### src/rtl/change_dispenser_if.sv
// Vend/change handshake between the vending controller and the change
// dispenser: load strobe with counts, drop sensors, and solenoid/status outputs.
interface change_dispenser_if;
    logic       load_i;
    logic       vend_i;
    logic       ten_num_i;
    logic [1:0] five_num_i;
    logic [2:0] one_num_i;
    logic       product_drop_i;
    logic       coin_drop_i;
    logic       clear_i;
    logic       product_motor_o;
    logic       ten_motor_o;
    logic       five_motor_o;
    logic       one_motor_o;
    logic       busy_o;
    logic       done_o;
    logic       fault_o;
    logic [3:0] coins_left_o;

    modport master (
        output load_i, vend_i, ten_num_i, five_num_i, one_num_i,
        output product_drop_i, coin_drop_i, clear_i,
        input  product_motor_o, ten_motor_o, five_motor_o, one_motor_o,
        input  busy_o, done_o, fault_o, coins_left_o
    );

    modport slave (
        input  load_i, vend_i, ten_num_i, five_num_i, one_num_i,
        input  product_drop_i, coin_drop_i, clear_i,
        output product_motor_o, ten_motor_o, five_motor_o, one_motor_o,
        output busy_o, done_o, fault_o, coins_left_o
    );
endinterface

### src/rtl/change_dispenser.sv
// Change dispenser: latches a vend request plus coin counts, then fires the
// product and coin solenoids one item at a time, waiting for drop-sensor
// confirmation of each. A missing confirmation within the timeout parks the
// block in FAULT until cleared. All outputs are registered from next state.
module change_dispenser #(
    parameter int PULSE_CYCLES   = 4,
    parameter int TIMEOUT_CYCLES = 255
) (
    input  logic              clk_i,
    input  logic              rst_i,
    change_dispenser_if.slave bus
);
    localparam int PW = (PULSE_CYCLES > 1) ? $clog2(PULSE_CYCLES) : 1;
    localparam int TW = $clog2(TIMEOUT_CYCLES);
    localparam logic [PW-1:0] PULSE_LAST = PW'(PULSE_CYCLES - 1);
    localparam logic [TW-1:0] TMO_LAST   = TW'(TIMEOUT_CYCLES - 1);

    typedef enum logic [2:0] {
        ST_IDLE  = 3'd0,
        ST_SEL   = 3'd1,
        ST_FIRE  = 3'd2,
        ST_WAIT  = 3'd3,
        ST_DONE  = 3'd4,
        ST_FAULT = 3'd5
    } state_e;

    typedef enum logic [1:0] {
        ITEM_PRODUCT = 2'd0,
        ITEM_TEN     = 2'd1,
        ITEM_FIVE    = 2'd2,
        ITEM_ONE     = 2'd3
    } item_e;

    state_e          state_r, state_s;
    item_e           item_r, item_s;
    logic            vend_r, vend_s;
    logic            ten_r, ten_s;
    logic [1:0]      five_r, five_s;
    logic [2:0]      one_r, one_s;
    logic [3:0]      coins_left_r, coins_left_s;
    logic [PW-1:0]   pulse_cnt_r, pulse_cnt_s;
    logic [TW-1:0]   tmo_cnt_r, tmo_cnt_s;
    logic            drop_r, drop_s;
    logic            sensor_s;
    logic            drop_hit_s;

    logic            product_motor_r, ten_motor_r, five_motor_r, one_motor_r;
    logic            busy_r, done_r, fault_r;

    // The product has its own sensor; all coin tubes share one.
    assign sensor_s   = (item_r == ITEM_PRODUCT) ? bus.product_drop_i : bus.coin_drop_i;
    assign drop_hit_s = drop_r | sensor_s;

    // State and datapath registers.
    always_ff @(posedge clk_i) begin
        if (rst_i) begin
            state_r      <= ST_IDLE;
            item_r       <= ITEM_PRODUCT;
            vend_r       <= 1'b0;
            ten_r        <= 1'b0;
            five_r       <= 2'd0;
            one_r        <= 3'd0;
            coins_left_r <= 4'd0;
            pulse_cnt_r  <= {PW{1'b0}};
            tmo_cnt_r    <= {TW{1'b0}};
            drop_r       <= 1'b0;
        end else begin
            state_r      <= state_s;
            item_r       <= item_s;
            vend_r       <= vend_s;
            ten_r        <= ten_s;
            five_r       <= five_s;
            one_r        <= one_s;
            coins_left_r <= coins_left_s;
            pulse_cnt_r  <= pulse_cnt_s;
            tmo_cnt_r    <= tmo_cnt_s;
            drop_r       <= drop_s;
        end
    end

    // Next-state logic: item selection, pulse/timeout counting, delivery bookkeeping.
    always_comb begin
        state_s      = state_r;
        item_s       = item_r;
        vend_s       = vend_r;
        ten_s        = ten_r;
        five_s       = five_r;
        one_s        = one_r;
        coins_left_s = coins_left_r;
        pulse_cnt_s  = pulse_cnt_r;
        tmo_cnt_s    = tmo_cnt_r;
        drop_s       = drop_r;
        case (state_r)
            ST_IDLE: begin
                if (bus.load_i) begin
                    vend_s       = bus.vend_i;
                    ten_s        = bus.ten_num_i;
                    five_s       = bus.five_num_i;
                    one_s        = bus.one_num_i;
                    coins_left_s = {3'b000, bus.ten_num_i} + {2'b00, bus.five_num_i}
                                 + {1'b0, bus.one_num_i};
                    state_s      = ST_SEL;
                end else begin
                    state_s = ST_IDLE;
                end
            end
            ST_SEL: begin
                pulse_cnt_s = {PW{1'b0}};
                tmo_cnt_s   = {TW{1'b0}};
                drop_s      = 1'b0;
                if (vend_r) begin
                    item_s  = ITEM_PRODUCT;
                    state_s = ST_FIRE;
                end else if (ten_r != 1'b0) begin
                    item_s  = ITEM_TEN;
                    state_s = ST_FIRE;
                end else if (five_r != 2'd0) begin
                    item_s  = ITEM_FIVE;
                    state_s = ST_FIRE;
                end else if (one_r != 3'd0) begin
                    item_s  = ITEM_ONE;
                    state_s = ST_FIRE;
                end else begin
                    state_s = ST_DONE;
                end
            end
            ST_FIRE: begin
                drop_s    = drop_hit_s;
                tmo_cnt_s = tmo_cnt_r + 1'b1;
                if (pulse_cnt_r == PULSE_LAST) begin
                    state_s = ST_WAIT;
                end else begin
                    pulse_cnt_s = pulse_cnt_r + 1'b1;
                end
            end
            ST_WAIT: begin
                // A drop seen on the last allowed cycle still counts as delivered.
                if (drop_hit_s) begin
                    drop_s  = 1'b1;
                    state_s = ST_SEL;
                    case (item_r)
                        ITEM_PRODUCT: vend_s = 1'b0;
                        ITEM_TEN: begin
                            ten_s        = ten_r - 1'b1;
                            coins_left_s = coins_left_r - 4'd1;
                        end
                        ITEM_FIVE: begin
                            five_s       = five_r - 2'd1;
                            coins_left_s = coins_left_r - 4'd1;
                        end
                        ITEM_ONE: begin
                            one_s        = one_r - 3'd1;
                            coins_left_s = coins_left_r - 4'd1;
                        end
                        default: vend_s = vend_r;
                    endcase
                end else if (tmo_cnt_r == TMO_LAST) begin
                    state_s = ST_FAULT;
                end else begin
                    tmo_cnt_s = tmo_cnt_r + 1'b1;
                end
            end
            ST_DONE: begin
                state_s = ST_IDLE;
            end
            ST_FAULT: begin
                if (bus.clear_i) begin
                    state_s      = ST_IDLE;
                    vend_s       = 1'b0;
                    ten_s        = 1'b0;
                    five_s       = 2'd0;
                    one_s        = 3'd0;
                    coins_left_s = 4'd0;
                end else begin
                    state_s = ST_FAULT;
                end
            end
            default: begin
                state_s = ST_IDLE;
            end
        endcase
    end

    // Registered outputs decoded from next state so they align with the state they describe.
    always_ff @(posedge clk_i) begin
        if (rst_i) begin
            product_motor_r <= 1'b0;
            ten_motor_r     <= 1'b0;
            five_motor_r    <= 1'b0;
            one_motor_r     <= 1'b0;
            busy_r          <= 1'b0;
            done_r          <= 1'b0;
            fault_r         <= 1'b0;
        end else begin
            product_motor_r <= (state_s == ST_FIRE) && (item_s == ITEM_PRODUCT);
            ten_motor_r     <= (state_s == ST_FIRE) && (item_s == ITEM_TEN);
            five_motor_r    <= (state_s == ST_FIRE) && (item_s == ITEM_FIVE);
            one_motor_r     <= (state_s == ST_FIRE) && (item_s == ITEM_ONE);
            busy_r          <= (state_s != ST_IDLE) && (state_s != ST_FAULT);
            done_r          <= (state_s == ST_DONE);
            fault_r         <= (state_s == ST_FAULT);
        end
    end

    assign bus.product_motor_o = product_motor_r;
    assign bus.ten_motor_o     = ten_motor_r;
    assign bus.five_motor_o    = five_motor_r;
    assign bus.one_motor_o     = one_motor_r;
    assign bus.busy_o          = busy_r;
    assign bus.done_o          = done_r;
    assign bus.fault_o         = fault_r;
    assign bus.coins_left_o    = coins_left_r;
endmodule
### src/flat_wrapper.sv
// flat-port wrapper written by rule: the top's interface ports become plain ports
module change_dispenser_flat 
#(
    parameter int PULSE_CYCLES   = 4,
    parameter int TIMEOUT_CYCLES = 255
)
  (clk_i, rst_i, bus_load_i, bus_vend_i, bus_ten_num_i, bus_five_num_i, bus_one_num_i, bus_product_drop_i, bus_coin_drop_i, bus_clear_i, bus_product_motor_o, bus_ten_motor_o, bus_five_motor_o, bus_one_motor_o, bus_busy_o, bus_done_o, bus_fault_o, bus_coins_left_o);
  change_dispenser_if bus_i ();
  input  logic clk_i;
  input  logic rst_i;
  input wire logic [$bits(bus_i.load_i)-1:0] bus_load_i;
  input wire logic [$bits(bus_i.vend_i)-1:0] bus_vend_i;
  input wire logic [$bits(bus_i.ten_num_i)-1:0] bus_ten_num_i;
  input wire logic [$bits(bus_i.five_num_i)-1:0] bus_five_num_i;
  input wire logic [$bits(bus_i.one_num_i)-1:0] bus_one_num_i;
  input wire logic [$bits(bus_i.product_drop_i)-1:0] bus_product_drop_i;
  input wire logic [$bits(bus_i.coin_drop_i)-1:0] bus_coin_drop_i;
  input wire logic [$bits(bus_i.clear_i)-1:0] bus_clear_i;
  output wire logic [$bits(bus_i.product_motor_o)-1:0] bus_product_motor_o;
  output wire logic [$bits(bus_i.ten_motor_o)-1:0] bus_ten_motor_o;
  output wire logic [$bits(bus_i.five_motor_o)-1:0] bus_five_motor_o;
  output wire logic [$bits(bus_i.one_motor_o)-1:0] bus_one_motor_o;
  output wire logic [$bits(bus_i.busy_o)-1:0] bus_busy_o;
  output wire logic [$bits(bus_i.done_o)-1:0] bus_done_o;
  output wire logic [$bits(bus_i.fault_o)-1:0] bus_fault_o;
  output wire logic [$bits(bus_i.coins_left_o)-1:0] bus_coins_left_o;
  assign bus_i.load_i = bus_load_i;
  assign bus_i.vend_i = bus_vend_i;
  assign bus_i.ten_num_i = bus_ten_num_i;
  assign bus_i.five_num_i = bus_five_num_i;
  assign bus_i.one_num_i = bus_one_num_i;
  assign bus_i.product_drop_i = bus_product_drop_i;
  assign bus_i.coin_drop_i = bus_coin_drop_i;
  assign bus_i.clear_i = bus_clear_i;
  assign bus_product_motor_o = bus_i.product_motor_o;
  assign bus_ten_motor_o = bus_i.ten_motor_o;
  assign bus_five_motor_o = bus_i.five_motor_o;
  assign bus_one_motor_o = bus_i.one_motor_o;
  assign bus_busy_o = bus_i.busy_o;
  assign bus_done_o = bus_i.done_o;
  assign bus_fault_o = bus_i.fault_o;
  assign bus_coins_left_o = bus_i.coins_left_o;
  change_dispenser #(.PULSE_CYCLES(PULSE_CYCLES), .TIMEOUT_CYCLES(TIMEOUT_CYCLES)) u_core (.clk_i(clk_i), .rst_i(rst_i), .bus(bus_i));
endmodule
### config.mk
export PLATFORM = sky130hd
export DESIGN_NAME = change_dispenser_flat
export DESIGN_NICKNAME = d
export VERILOG_FILES = /design/src/rtl/change_dispenser_if.sv /design/src/rtl/change_dispenser.sv /design/src/flat_wrapper.sv
export SDC_FILE = /design/constraint.sdc
export NUM_CORES = 1
export LEC_CHECK = 0
export ABC_AREA = 1
export CAP_MARGIN = 25
export CORE_MARGIN = 2
export CORE_UTILIZATION = 35
export CTS_CLUSTER_DIAMETER = 60
export DETAILED_ROUTE_END_ITERATION = 12
export HOLD_SLACK_MARGIN = 0.1
export PLACE_DENSITY = 0.53
export SETUP_SLACK_MARGIN = 0.2
export SLEW_MARGIN = 15
export SYNTH_ARGS = -nofsm -noshare
export SYNTH_HDL_FRONTEND = slang
export SYNTH_SLANG_ARGS = --single-unit
### constraint.sdc
create_clock -name clk_i -period 1.91 [get_ports clk_i]
set_input_delay 0.191 -clock clk_i [delete_from_list [all_inputs] [get_ports clk_i]]
set_output_delay 0.191 -clock clk_i [all_outputs]
set_load 0.05 [all_outputs]
==> results of run 1 <==
-- per-layer routing --
metal | vias up | global-route usage
met1 | 923 | 0.236
met5 | - | 0
li1 | 1087 | -
met4 | 0 | 0.0458
met2 | 32 | 0.261
met3 | 6 | 0.0367
-- stage by stage --
step / total power [mW] / hold WS [ns] / TNS (ns)
finish: 2.15 / 0.472 / 0
global route: 2.31 / 0.494 / 0
CTS: 2.17 / 0.475 / 0
detailed placement: 1.53 / 0.464 / -0.453
global placement: 1.53 / 0.461 / -0.388
floorplan: 1.34 / 0.260 / 0
-- flip-flops by register name, summed over array words and instances, names as in the netlist, 2 cells and up --
register / count
u_core.tmo_cnt_r: 8
u_core.five_r: 2
u_core.bus.coins_left_o: 4
u_core.pulse_cnt_r: 2
u_core.item_r: 2
u_core.state_r: 3
u_core.one_r: 3
-- what timing repair did --
item	in CTS	in global routing
buffers inserted	1	2
gates resized for setup	6	5
pin swaps	1	1
setup endpoints to repair	3	24
-- power by group through the flow --
stage	Sequential (mW)	Combinational (mW)	Clock, mW
floorplan	0.907	0.431	0
global placement	0.840	0.685	0
detailed placement	0.842	0.685	0
CTS	0.825	0.693	0.649
global route	0.838	0.788	0.689
finish	0.827	0.690	0.631
-- how the worst max path moves through the flow --
stage	from	to	slack (ns)	depth (start not counted)
2_1_floorplan	bus_five_num_i[0]	u_core.bus.coins_left_o[2]	0.27	8
6_report	u_core.bus.coins_left_o[0]	bus_coins_left_o[0]	0.27	1
5_1_grt	u_core.tmo_cnt_r[0]	u_core.tmo_cnt_r[6]	0.20	9
4_1_cts	u_core.bus.coins_left_o[3]	bus_coins_left_o[3]	0.23	1
3_5_place_dp	bus_five_num_i[0]	u_core.bus.coins_left_o[2]	-0.26	9
3_3_place_gp	bus_five_num_i[0]	u_core.bus.coins_left_o[2]	-0.23	9
-- cells by family after synthesis --
group                    Yosys count
AO/OA/AOI/OAI                     40
adder cells (fa/ha/maj)           13
XOR/XNOR                           2
flip-flops                        34
AND/OR/NAND/NOR                  191
buffers and inverters             39
-- synthesized netlist by cell type (all sizes together) --
cell    number
a21oi       23
a22oi        4
buf          5
clkbuf       1
clkinv       1
dfxtp       34
fa           1
ha          12
inv         32
nand2       92
nand3       26
nand3b       1
nand4        3
nor2        65
nor3         1
nor4         1
o21a         1
o21ai       12
or2          2
xor2         2
-- final cells by class --
type	count	area, sq um	area share
multi-input combinational	246	1260	0.485
sequential	34	682	0.263
timing repair buffer	36	329	0.127
inverter	33	124	0.0477
clock buffer	8	110	0.0424
tap	75	93.8	0.0361
==> results.txt, run 1 <==
Status: complete, no violations
Worst Hold Class: register to register
Synth Area in XOR/XNOR: 0.00841
Gpl congestion: 0.790
Most common cell after layout, fill and taps aside: nand2_1
Power density over cell area: 827 nW/um^2
Diode count: 0
CTS clk-pin slew, worst paths: 0.07 ns
Tcrit/Tclk final: 0.861
Synth cell types: 29
CP max-delay cell: clkdlybuf4s50_1
Chip width: 81.2 microns
DRC: 0
CTS tree: done
Initial Utilization: 0.356
Synth top area share: 0.327
Clock latency on the worst-skew pair: 0.29 ns
H-tree Lvls: 2
GR Util All Layers: 0.168
Top-level port count: 24
CTS Buf Count: 5
PortBufs: 23
Final Hold Vio Count: 0
Met2 routed WL: 2.23 mm
Combinational power share: 0.321
Critical Path AT: 1.45 ns
Hold_sp: u_core.pulse_cnt_r[1]
Most area-hungry cell type in the Yosys netlist: dfxtp_1
Hold Path Sink: u_core.pulse_cnt_r[1]
P_int: 1.39 mW
CTS sink cnt: 34
Seq cells post-synth: 34
Remaining Overflow, GRT: 0
Detail Placement HPWL: 3.72 mm
First-pass GRT wire length: 8.59 mm
Core Util, Final: 0.444
Hold Path Depth: 2
Mapped Nets: 345
Simple-gate share of the synthesized area: 0.397
Sw frac: 0.354
Seq/Total Area, Yosys: 0.327
Number of max-cap violations: 0
Via-per-instance ratio: 4.74
Mapped cell area: 2080 sq um
Max VDD drop: 0.321 mV
Share of layout cells above drive strength 1: 0.132
Via count: 2,048
Vias in the first global route: 1,840
Commonest non-fill, non-tap cells in the layout: nand2_1, nor2_1, dfxtp_1, inv_1
Cell area after layout: 2600 sq um
Num rows: 28
Reg2reg end: u_core.bus.busy_o
Top sig layer: met4
Sequential Power Share: 0.385
Max Fanout on Critical Path: 3
CP Buf/Inv Count: 1
Total of warnings raised by yosys: 0
Chip height: 81.2 microns
Layout Cells excl Fill: 432
Crit-path max cell delay: 0.81 ns
Worst slew pin tran: 0.496 ns
CTS max path bufs: 2
Worst reg2reg path startpoint: u_core.state_r[2]
Routed WL: 5.01 mm
Critical Path Source Type: register
Antenna-violating nets left: 0
Place WS: -0.256 ns
Top post-synthesis cells by area: dfxtp_1, nand2_1, nor2_1
CTS Hold Buffers Added: 0
Drt first pass iters: 4
Max Slew Vio Count: 0
Static Leak: 1.18 nW
Clk pwr share: 0.294
Wl on met1: 2.47 mm
Cells along the critical path: clkdlybuf4s50_1
Post-Syn Instances: 319
Worst Reg-to-Reg Cells: 7
Die area: 6590 sq um
Min cycle time layout: 1.64 ns
Max_slew headroom: 0.668
Fin Clk Skew: 0.0132 ns
Max Clock Freq: 608 MHz
Cell Area, Placed: 2430 sq um
Synth Area in Compound Gates: 0.104
Placed insts: 421
Top delay family on crit path: buffers and inverters
Req. time, crit path: 1.72 ns
Fill count: 614
CP endpoint kind: primary output
Largest net degree at the start of global routing: 18
Antenna violations before repair: 0
Metal3 WL: 243 microns
WL/cell: 11.6 microns
Post-synthesis mux area share: 0
Final setup violation count: 0
Switch Pwr: 759 uW
Syn avg cell area: 6.53 sq um
Setup slack after layout: 0.266 ns
Setup CP Type: register to primary output
Main combinational cell family by area after synthesis: simple AND/OR/NAND/NOR gates
Worst R2R Setup Slack: 0.39 ns
Clock root buffer: clkbuf_8
Iteration-0 DRC Markers: 71
Core area: 5850 sq um
Layout Area Growth over Synthesis: 24.7%
Synthesized-area fraction occupied by adder cells: 0.0817
Unrepaired setup endpoints after global routing: false
Layout Nets: 382
(Power assumes the default switching activity.)
==> run 2: changes to the inputs <==
CTS_CLUSTER_DIAMETER = default   (was 60)
CTS_CLUSTER_SIZE = 10   (was default)
RECOVER_POWER = 50   (was default)
==> results.txt, run 2 (same netlist as run 1, synthesis figures left out) <==
CTS sink cnt: 34 (unchanged)
CP Buf/Inv Count: 1 (unchanged)
Max VDD drop: 0.320 mV (-0.19%)
CP max-delay cell: dlygate4sd3_1
Clk pwr share: 0.296 (+0.002)
Max Clock Freq: 606 MHz (-0.37%)
CTS tree: done
Setup TNS: 0 ns (unchanged)
Via count: 2,039 (-0.44%)
Tcrit/Tclk final: 0.864 (+0.00317)
Switch Pwr: 756 uW (-0.49%)
Drt first pass iters: 4 (unchanged)
Cells along the critical path: dlygate4sd3_1
Chip height: 81.2 microns (unchanged)
Min cycle time layout: 1.65 ns (+0.00605 ns)
First-pass GRT wire length: 8.59 mm (unchanged)
Setup CP Type: register to primary output
Die area: 6590 sq um (unchanged)
Final setup violation count: 0 (unchanged)
Diode count: 0 (unchanged)
Core area: 5850 sq um (unchanged)
Worst slew pin tran: 0.590 ns (+0.0940 ns)
Status: complete, no violations
Top delay family on crit path: buffers and inverters
Max reg flops: 8 (unchanged)
Req. time, crit path: 1.72 ns (about the same)
Iteration-0 DRC Markers: 89 (+25%)
Sw frac: 0.355 (+0.00137)
Biggest register: u_core.tmo_cnt_r
P_int: 1.37 mW (-1.1%)
Final Hold Vio Count: 0 (unchanged)
Vias in the first global route: 1,840 (unchanged)
CTS Buf Count: 5 (unchanged)
Num rows: 28 (unchanged)
Gpl congestion: 0.790 (unchanged)
Static Leak: 1.15 nW (-2.4%)
H-tree Lvls: 2 (unchanged)
Clock latency on the worst-skew pair: 0.29 ns (about the same)
GR Util All Layers: 0.168 (unchanged)
CP endpoint kind: primary output
Sequential Power Share: 0.388 (+0.003)
Layout Nets: 382 (unchanged)
Routed WL: 5.02 mm (+0.18%)
Layout Area Growth over Synthesis: 23.2%
Top-level port count: 24 (unchanged)
Via-per-instance ratio: 4.72 (-0.44%)
Max_slew headroom: 0.608 (-0.0600)
CTS clk-pin slew, worst paths: 0.07 ns (about the same)
Unrepaired setup endpoints after global routing: false
CTS max path bufs: 2 (unchanged)
Detail Placement HPWL: 3.72 mm (unchanged)
Most common cell after layout, fill and taps aside: nand2_1
Max Fanout on Critical Path: 1 (-2)
Largest net degree at the start of global routing: 18 (unchanged)
Combinational power share: 0.316 (-0.005)
Critical Path Source Type: register
Total design power: 2.13 mW (-0.88%)
Share of layout cells above drive strength 1: 0.118 (-0.0140)
DRC: 0 (unchanged)
Max Slew Vio Count: 0 (unchanged)
Chip width: 81.2 microns (unchanged)
Critical Path AT: 1.46 ns (about the same)
Power density over cell area: 829 nW/um^2 (+0.28%)
Remaining Overflow, GRT: 0 (unchanged)
Initial Utilization: 0.356 (unchanged)
Clock root buffer: clkbuf_8
Number of max-cap violations: 0 (unchanged)
Antenna violations before repair: 0 (unchanged)
Commonest non-fill, non-tap cells in the layout: nand2_1, nor2_1, dfxtp_1, inv_1, nand3_1
Worst Hold Class: register to register
PortBufs: 23 (unchanged)
Crit-path max cell delay: 0.86 ns (+0.05 ns)
WL/cell: 11.6 microns (+0.18%)
Fin Clk Skew: 0.0126 ns (-0.000535 ns)
Antenna-violating nets left: 0 (unchanged)
run 2: cell count changes in the layout (fill, tap and decap cells not counted), sizes merged:
cell,before,now
clkdlybuf4s50,18,14
dlymetal6s2s,2,0
dlygate4sd3,0,4
inv,32,31
clkinv,1,2
clkbuf,8,11
buf,13,12
run 2: timing repair:
action / in CTS / in global routing
hold buffers: 0 / 0
pin swaps: 1 / 1
gates resized for setup: 6 / 5
buffers inserted: 1 / 2
setup endpoints to repair: 3 / 24
run 2: final timing paths:
check,startpoint,end,slack [ns],cells past startpoint
setup / recovery,u_core.bus.busy_o,bus_busy_o,0.26,1
hold / removal,u_core.pulse_cnt_r[1],u_core.pulse_cnt_r[1],0.47,2
setup reg to reg,u_core.state_r[2],u_core.one_r[2],0.31,9
hold reg to reg,u_core.pulse_cnt_r[1],u_core.pulse_cnt_r[1],0.47,2
run 2: worst reg2reg max path, delay by kind of cell, from the launching register on:
family	cells	cell delay, ns
flops	1	0.47
simple gates	8	0.88
buf+inv	1	0.18
run 2: layout make-up:
class	instances	area (sq um)
timing repair buffer	36	309
clock buffer	8	110
inverter	33	124
sequential	34	682
tap	75	93.8
multi-input combinational	246	1250
fill	620	3280
run 2: metal layers:
metal / up-vias / wire length [microns] / global-route usage
li1: 1088 / - / -
met1: 914 / 2500 / 0.236
met4: 0 / 59 / 0.0458
met2: 31 / 2240 / 0.261
met3: 6 / 215 / 0.0367
met5: - / 0 / 0
run 2: power by group through the flow:
| stage | Clock, mW | Combinational [mW] | Sequential (mW) |
|---|---|---|---|
| finish | 0.631 | 0.672 | 0.827 |
| global route | 0.689 | 0.770 | 0.838 |
| CTS | 0.649 | 0.693 | 0.825 |
| detailed placement | 0 | 0.685 | 0.842 |
| global placement | 0 | 0.685 | 0.840 |
| floorplan | 0 | 0.431 | 0.907 |
run 2: per-stage QoR:
step	utilization	cell area [sq um]	hold WS (ns)	std cells	setup slack (ns)
final	0.439	2570	0.472	432	0.260
after global routing	0.439	2570	0.494	432	0.108
after CTS	0.439	2570	0.475	430	0.232
after detailed placement	0.416	2430	0.464	421	-0.256
after global placement	0.416	2430	0.461	421	-0.232
after floorplan	-	2080	0.260	319	0.270
==> RTL change (settings of run 2) <==
One comparison of `tmo_cnt_r` changes from == to >=.
--- a/src/rtl/change_dispenser.sv
+++ b/src/rtl/change_dispenser.sv
@@ -156,3 +156,3 @@
                     endcase
-                end else if (tmo_cnt_r == TMO_LAST) begin
+                end else if (tmo_cnt_r >= TMO_LAST) begin
                     state_s = ST_FAULT;
Behaviour: same outputs for any inputs over 10 cycles, from zero or initial values and one cycle with rst_i high; that may be too few to reach the edited logic, so the function may still have changed.
==> RTL change against run 2 <==
- power down 3.7%
- clock skew down 0.0057 ns
- synthesized area down 2.7%
- routed wire length down 4.3%
- worst setup slack worse by 0.0033 ns
- first-iteration DRC count down 3.4%
- sequential cell count unchanged
- design area down 3.4%
- utilization up 0.90 points
- non-clock buffer count down 6
- clock power down 11%
- highest routed layer unchanged
==> RTL change: results (changes against run 2) <==
Outcome: completed
WL met3: 168 microns (-22%)
DRT Wirelength: 4805 microns (-4.3%)
Worst r2r dst: u_core.bus.one_motor_o$_SDFF_PP0_
GR met3 Demand/Resource: 3.820% (+0.15 points)
Antenna cell count: 0 (unchanged)
Skew-Pair Late Insertion Delay: 0.28 ns
H-tree Lvls: 2 (unchanged)
Port bufs: 23 (unchanged)
Number of cells upsized or downsized after cts: 5 (-1)
Layout cells sized above 1: 7.649% (-4.1 points)
Root Buffer: clkbuf_8
Routability Congestion: 0.7952 (+0.67%)
Skew final: 0.006928 ns (-0.005717 ns)
Drt first pass iters: 4 (unchanged)
Vias in the first global route: 1855 (+0.82%)
CP endpoint: bus_product_motor_o
Met2 GRT Util: 24.33% (-1.8 points)
Net count reported at finish: 378 (-1.0%)
Leakage Power: 1.166 nW (+1.1%)
Adder-cell share of the synthesized area: 8.395% (+0.23 points)
Worst Hold Class: input pin to flop
Fraction of registers with async set/reset: 0% (unchanged)
CP Launch Point: u_core.bus.product_motor_o$_SDFF_PP0_
FF-to-FF setup slack: 0.31 ns (about the same)
DRT iter0 DRCs: 86 (-3.4%)
Grt met1 use: 24.97% (+1.4 points)
Fin Hold WS: 0.4843 ns (+0.01253 ns)
Worst Hold Depth: 7 (+5)
WP data arrival: 1.46 ns (about the same)
Synth Flop Type: dfxtp_1
Top post-synthesis cells by area: dfxtp_1 34%, nand2_1 16%, nor2_1 10%
CP max stage delay: 0.87 ns
Crit-path slowest cell: dlygate4sd3_1
# Post-CTS Setup Buffers: 0 (-1)
WL met2: 2050 microns (-8.6%)
Synth cell count leaders: 84 x nand2_1, 55 x nor2_1, 43 x inv_1
Largest net degree at the start of global routing: 13 (-5)
First-pass GRT wire length: 8549 microns (-0.48%)
RR Startpoint: u_core.one_r[0]$_SDFFE_PP0P_
Largest fanout on the critical path: 1 (unchanged)
Avg Vias per Cell: 4.645 (-1.6%)
Sequential area share after synthesis: 33.58% (+0.91 points)
Cell family with the largest share of critical-path delay: buffers and inverters
Top Layer Used: met4
Max IR drop VDD: 0.6934 mV (+120%)
Worst reg2reg path depth: 10 (+1)
Post-Synth XOR/XNOR Area: 0.4321% (-0.41 points)
Synth Net Count: 345 (unchanged)
GRT Overall Usage: 16.69% (-0.16 points)
Dpl hpwl: 3735 microns (+0.47%)
Syn. warnings: 0 (unchanged)
Filler cells: 639 (+3.1%)
Synth cell types: 25 (-14%)
Complex-gate fraction of the synthesized area: 11.98% (+1.6 points)
Hold path start: bus_five_num_i[0]
Worst-path clk slew: 0.08 ns
Hold EP: u_core.five_r[0]$_SDFFE_PP0P_
DRT met1 WL: 2556 microns (+2.2%)
Relative slew slack: 60.68% (-0.13 points)
-- RTL change: cell type report --
| type | instances | area (sq um) | area share [%] |
|---|---|---|---|
| tap | 72 | 90.09 | 3.631 |
| clock buffer | 6 | 82.58 | 3.328 |
| multi-input combinational | 233 | 1160 | 46.75 |
| sequential | 34 | 681.9 | 27.48 |
| timing repair buffer | 30 | 274.0 | 11.04 |
| inverter | 48 | 180.2 | 7.262 |
| clock inverter | 2 | 12.51 | 0.5043 |
-- RTL change: power by group --
group | leakage [nW] | internal, W | switching (W)
Clock | 0.0472 | 0.000290 | 0.000273
Sequential | 0.278 | 0.000781 | 0.0000520
Combinational | 0.841 | 0.000234 | 0.000422
Total | 1.17 | 0.00130 | 0.000747
-- RTL change: per-stage QoR --
step,instances,cell area [sq um],worst slack (ns)
after floorplan,319,2027,0.3307
after global placement,417,2384,-0.1689
after detailed placement,417,2384,-0.1889
after CTS,425,2494,0.2179
after global routing,425,2481,0.1008
final,425,2481,0.2570
